--- src/rtl/sh_feed_ctrl.sv ---
`default_nettype none
// ============================================================================
// Module   : sh_feed_ctrl
// Purpose  : Serializes a parallel word into a downstream shl/shr shift
//            register, one bit and one strobe per clock.
// Revision : 1.0 - initial release
// ============================================================================
module sh_feed_ctrl #(
  parameter int WIDTH = 8,
  parameter int GAP   = 0
) (
  input  logic                         clk,
  input  logic                         reset,
  input  logic                         in_valid,
  output logic                         in_ready,
  input  logic [WIDTH-1:0]             in_data,
  input  logic                         in_dir,
  input  logic                         flush,
  output logic                         d,
  output logic                         shl,
  output logic                         shr,
  output logic                         busy,
  output logic                         done,
  output logic [$clog2(WIDTH+1)-1:0]   bit_cnt
);

  localparam int              CW         = $clog2(WIDTH+1);
  localparam logic [CW-1:0]   c_LAST     = CW'(WIDTH-1);
  localparam logic [CW-1:0]   c_FULL     = CW'(WIDTH);
  localparam logic [3:0]      c_GAP_LOAD = 4'((GAP > 0) ? GAP-1 : 0);

  typedef enum logic [1:0] {
    S_IDLE  = 2'd0,
    S_SHIFT = 2'd1,
    S_DONE  = 2'd2,
    S_GAP   = 2'd3
  } state_t;

  state_t           r_state;
  logic [WIDTH-1:0] r_buf;
  logic             r_dir;
  logic [3:0]       r_gap;
  logic             w_to_idle;

  assign in_ready = (r_state == S_IDLE);

  // Every non-idle state returns to IDLE on flush; DONE and GAP also on expiry.
  assign w_to_idle = (r_state != S_IDLE) &&
                     (flush ||
                      ((r_state == S_DONE) && (GAP == 0)) ||
                      ((r_state == S_GAP)  && (r_gap == 4'd0)));

  always_ff @(posedge clk or posedge reset) begin
    if (reset) begin
      r_state <= S_IDLE;
      r_buf   <= '0;
      r_dir   <= 1'b0;
      r_gap   <= 4'd0;
      d       <= 1'b0;
      shl     <= 1'b0;
      shr     <= 1'b0;
      busy    <= 1'b0;
      done    <= 1'b0;
      bit_cnt <= '0;
    end else if (w_to_idle) begin
      r_state <= S_IDLE;
      d       <= 1'b0;
      shl     <= 1'b0;
      shr     <= 1'b0;
      busy    <= 1'b0;
      done    <= 1'b0;
      bit_cnt <= '0;
    end else begin
      case (r_state)
        S_IDLE: begin
          if (in_valid) begin
            r_state <= S_SHIFT;
            r_dir   <= in_dir;
            busy    <= 1'b1;
            bit_cnt <= '0;
            shl     <= ~in_dir;
            shr     <= in_dir;
            // First bit goes out immediately; the buffer keeps the rest.
            if (in_dir) begin
              d     <= in_data[0];
              r_buf <= in_data >> 1;
            end else begin
              d     <= in_data[WIDTH-1];
              r_buf <= in_data << 1;
            end
          end
        end
        S_SHIFT: begin
          if (bit_cnt == c_LAST) begin
            r_state <= S_DONE;
            d       <= 1'b0;
            shl     <= 1'b0;
            shr     <= 1'b0;
            done    <= 1'b1;
            bit_cnt <= c_FULL;
          end else begin
            bit_cnt <= bit_cnt + 1'b1;
            if (r_dir) begin
              d     <= r_buf[0];
              r_buf <= r_buf >> 1;
            end else begin
              d     <= r_buf[WIDTH-1];
              r_buf <= r_buf << 1;
            end
          end
        end
        S_DONE: begin
          done    <= 1'b0;
          r_state <= S_GAP;
          r_gap   <= c_GAP_LOAD;
        end
        S_GAP: begin
          r_gap <= r_gap - 1'b1;
        end
        default: begin
          r_state <= S_IDLE;
        end
      endcase
    end
  end

endmodule
`default_nettype wire

--- config.mk ---
export PLATFORM = sky130hd
export DESIGN_NAME = sh_feed_ctrl
export DESIGN_NICKNAME = d
export VERILOG_FILES = /design/src/rtl/sh_feed_ctrl.sv
export SDC_FILE = /design/constraint.sdc
export NUM_CORES = 1
export LEC_CHECK = 0
export ABC_AREA = 1
export BUFFER_PORTS_ARGS = -buffer_cell sky130_fd_sc_hd__buf_2
export CAP_MARGIN = 5
export CORE_MARGIN = 5
export CORE_UTILIZATION = 59
export CTS_BUF_LIST = sky130_fd_sc_hd__clkbuf_4 sky130_fd_sc_hd__clkbuf_8
export DETAILED_ROUTE_END_ITERATION = 12
export GPL_TIMING_DRIVEN = 0
export PLACE_DENSITY = 0.82
export SLEW_MARGIN = 20
export SYNTH_ARGS = -nofsm -noshare
export SYNTH_HDL_FRONTEND = slang
export SYNTH_SLANG_ARGS = --single-unit
--- constraint.sdc ---
create_clock -name clk -period 1.7 [get_ports clk]
set_input_delay 0.085 -clock clk [delete_from_list [all_inputs] [get_ports clk]]
set_output_delay 0.085 -clock clk [all_outputs]
set_load 0.01 [all_outputs]
==> impl_metrics.json <==
{
  "run_status": "complete, no violations",
  "drt_first_pass_iters": 4,
  "nFillCells": 181,
  "fmax_ghz": 0.5888,
  "ys.flop_type": "dfrtp_1",
  "avgSynthCellArea_sq_um": 7.687,
  "wl_per_cell_microns": 14.77,
  "finalCritPeriodShare_pct": 99.90,
  "htree_levels": 1,
  "p_leak_nw": 0.9852,
  "postRouteAntennaNets": 0,
  "cellPowerDensity_mw_per_mm2": 1837,
  "holdWs_ps": 63.12,
  "slew_viol_final": 0,
  "synth_edf_count": 0,
  "coreArea_sq_mm": 0.002500,
  "grt_pass1_wl_microns": 6120,
  "clk_latency_ps": 320,
  "grt_max_degree": 25,
  "grtUsageTotal_pct": 21.57,
  "netlist_instances": 202,
  "vias_per_cell": 5.670,
  "crit_fanout": 6,
  "start_kind": "register",
  "required_ps": 1930,
  "rows": 18,
  "async_flop_share_pct": 100.0,
  "die-area_sq_mm": 0.003758,
  "multiInputGateArea_sq_um": 888.4,
  "clock-sinks": 24,
  "skew_ps": 8.355,
  "final_cell_mix": "nand2_1 (61), buf_2 (23), dfrtp_1 (22), nand3_1 (14), inv_1 (14)",
  "ir_drop_v": 0.001410,
  "synth-warning-count": 0,
  "maxCapViolations": 0,
  "clockBufferDepth": 2,
  "max_slew_margin_pct": 39.08,
  "place_area_sq_mm": 0.001700,
  "grt_overflow": 0,
  "final_hold_viol_count": 0,
  "yosysUniqueCellTypes": 27,
  "cts-buffers-inserted": 3,
  "dp_hpwl_microns": 2650,
  "cp.arrival_ps": 1930,
  "path_cells": "buf_6 > ha_4 > nor2_4 > nand2_4 > nand2_8 > inv_6 > nor2_4 > clkbuf_16 > o21ai_2",
  "clock-root-buffer": "clkbuf_4",
  "syn-num-nets": 222,
  "place.gp.congestion": 0.9003,
  "crit_top_cell": "nor2_4",
  "die_y_microns": 61.30,
  "layout.nets": 258,
  "cts_tree": "built",
  "hold_class": "in -> reg",
  "instances_no_fill": 267,
  "tightest_slew_ps": 912.8,
  "cts.clk_slew.worst_paths_ps": 140,
  "fin_ws_ps": 1.748,
  "die_x_microns": 61.30,
  "drt_wl_total_microns": 3943,
  "antenna_found_initial": 0,
  "path_class": "reg -> reg",
  "diodes": 0,
  "syn_area_sq_mm": 0.001553,
  "setup_viol": 0,
  "syn2layout_area_growth_pct": 22.80,
  "drc": 0,
  "seq_area_sq_um": 603.1,
  "ys_ff_latch": 24,
  "drtIter0Drc": 78,
  "slowest_delay_ps": 480,
  "grt_pass1_vias": 1478,
  "crit_buf_inv": 3,
  "slowest_stage": "dfrtp_2",
  "place_ws_ps": -53.41,
  "num_vias": 1514,
  "finalPower_mw": 3.503,
  "place_inst": 254,
  "mostFrequentLayoutCell": "nand2_1",
  "end_kind": "register",
  "ios": 23,
  "rsz0062_at_grt": "yes",
  "drive_above_1_share_pct": 33.76,
  "crit_family": "simple AND/OR/NAND/NOR gates",
  "period_needed_ps": 1698,
  "design_area_sq_mm": 0.001907,
  "yosysSeqAreaShare_pct": 38.68,
  "initial_core_util_pct": 62.11,
  "portBuffers": 22
}
registers in the layout, summed over array words and instances (netlist names):
signal	count
bit_cnt	4
busy	1
d	1
done	1
r_buf	8
r_dir	1
r_gap	4
r_state	2
shl	1
shr	1
power by group:
group / leakage, nW / internal [mW] / switching (mW)
combinational: 0.654 / 0.904 / 1.34
clock: 0.0210 / 0.131 / 0.178
sequential: 0.310 / 0.787 / 0.167
metal layers:
layer	GRT usage, %	vias to the layer above	wire length [microns]
met5	0	-	0
met4	10.53	0	27
met3	5.031	6	190
met2	37.01	44	2032
met1	25.16	742	1692
li1	-	722	-
path summary, 6_finish.rpt:
path	from	slack, ps	cells after the start	end
max	r_state[1]$_DFFE_PP0P_	2	9	r_buf[2]$_DFFE_PP0P_
min	in_dir	60	3	r_dir$_DFFE_PP0P_
max reg2reg	r_state[1]$_DFFE_PP0P_	2	9	r_buf[2]$_DFFE_PP0P_
min reg2reg	shl$_DFFE_PP0P_	510	2	shl$_DFFE_PP0P_
max in group asynchronous	reset	590	3	r_state[1]$_DFFE_PP0P_
min in group asynchronous	reset	490	3	r_buf[3]$_DFFE_PP0P_
synthesized netlist by cell type, types with 3 or more instances:
cell type   n  area, sq um
dfrtp_1    24        600.6
nand2_2     4        25.02
ha_1        7        87.58
o21ai_2     7        61.31
nand2_4     3        33.78
nand3_1    14        70.07
nor2_1      7        26.28
o211ai_1    7        52.55
buf_2       3        15.01
inv_1      20        75.07
inv_2       3        11.26
nand2_1    67        251.5
nand4_1     7        43.79
a21oi_1     4        20.02
o21ai_0     9        45.04
timing repair:
| item | 4_1_cts | 5_1_grt |
|---|---|---|
| setup buffers | 2 | 6 |
| hold buffers | 1 | 0 |
| pin swaps | 2 | 4 |
| endpoints found under the hold margin | 24 | 0 |
| cloned | 0 | 1 |
| gates resized for setup | 4 | 25 |
| setup endpoints to repair | 12 | 19 |
cell families after synthesis:
| kind of cell | share of synthesized area, % |
|---|---|
| compound gates | 12.65 |
| xor+xnor | 1.692 |
| fa+ha+maj | 5.640 |
| buf+inv | 8.057 |
| flops | 38.68 |
| simple gates | 33.28 |
worst reg2reg max path, delay by kind of cell, from the launching register on:
family,cells,cell delay (ps)
buf+inv,3,380
compound gates,1,50
flops,1,480
fa+ha+maj,1,170
simple gates,4,540
through the flow:
step	TNS [ps]	utilization [%]
after floorplan	0	-
after global placement	0	68.02
after detailed placement	-370.9	68.02
after CTS	0	70.82
after global routing	-468.2	76.28
final	0	76.28
area by class of cell:
cell class,count,area share [%]
Multi-Input combinational cell,149,46.59
Sequential cell,24,31.63
Timing Repair Buffer,32,11.15
Inverter,24,5.118
Tap cell,30,1.969
Clock buffer,4,1.903
Buffer,4,1.640
No activity file was read; power rests on OpenSTA's default activity.
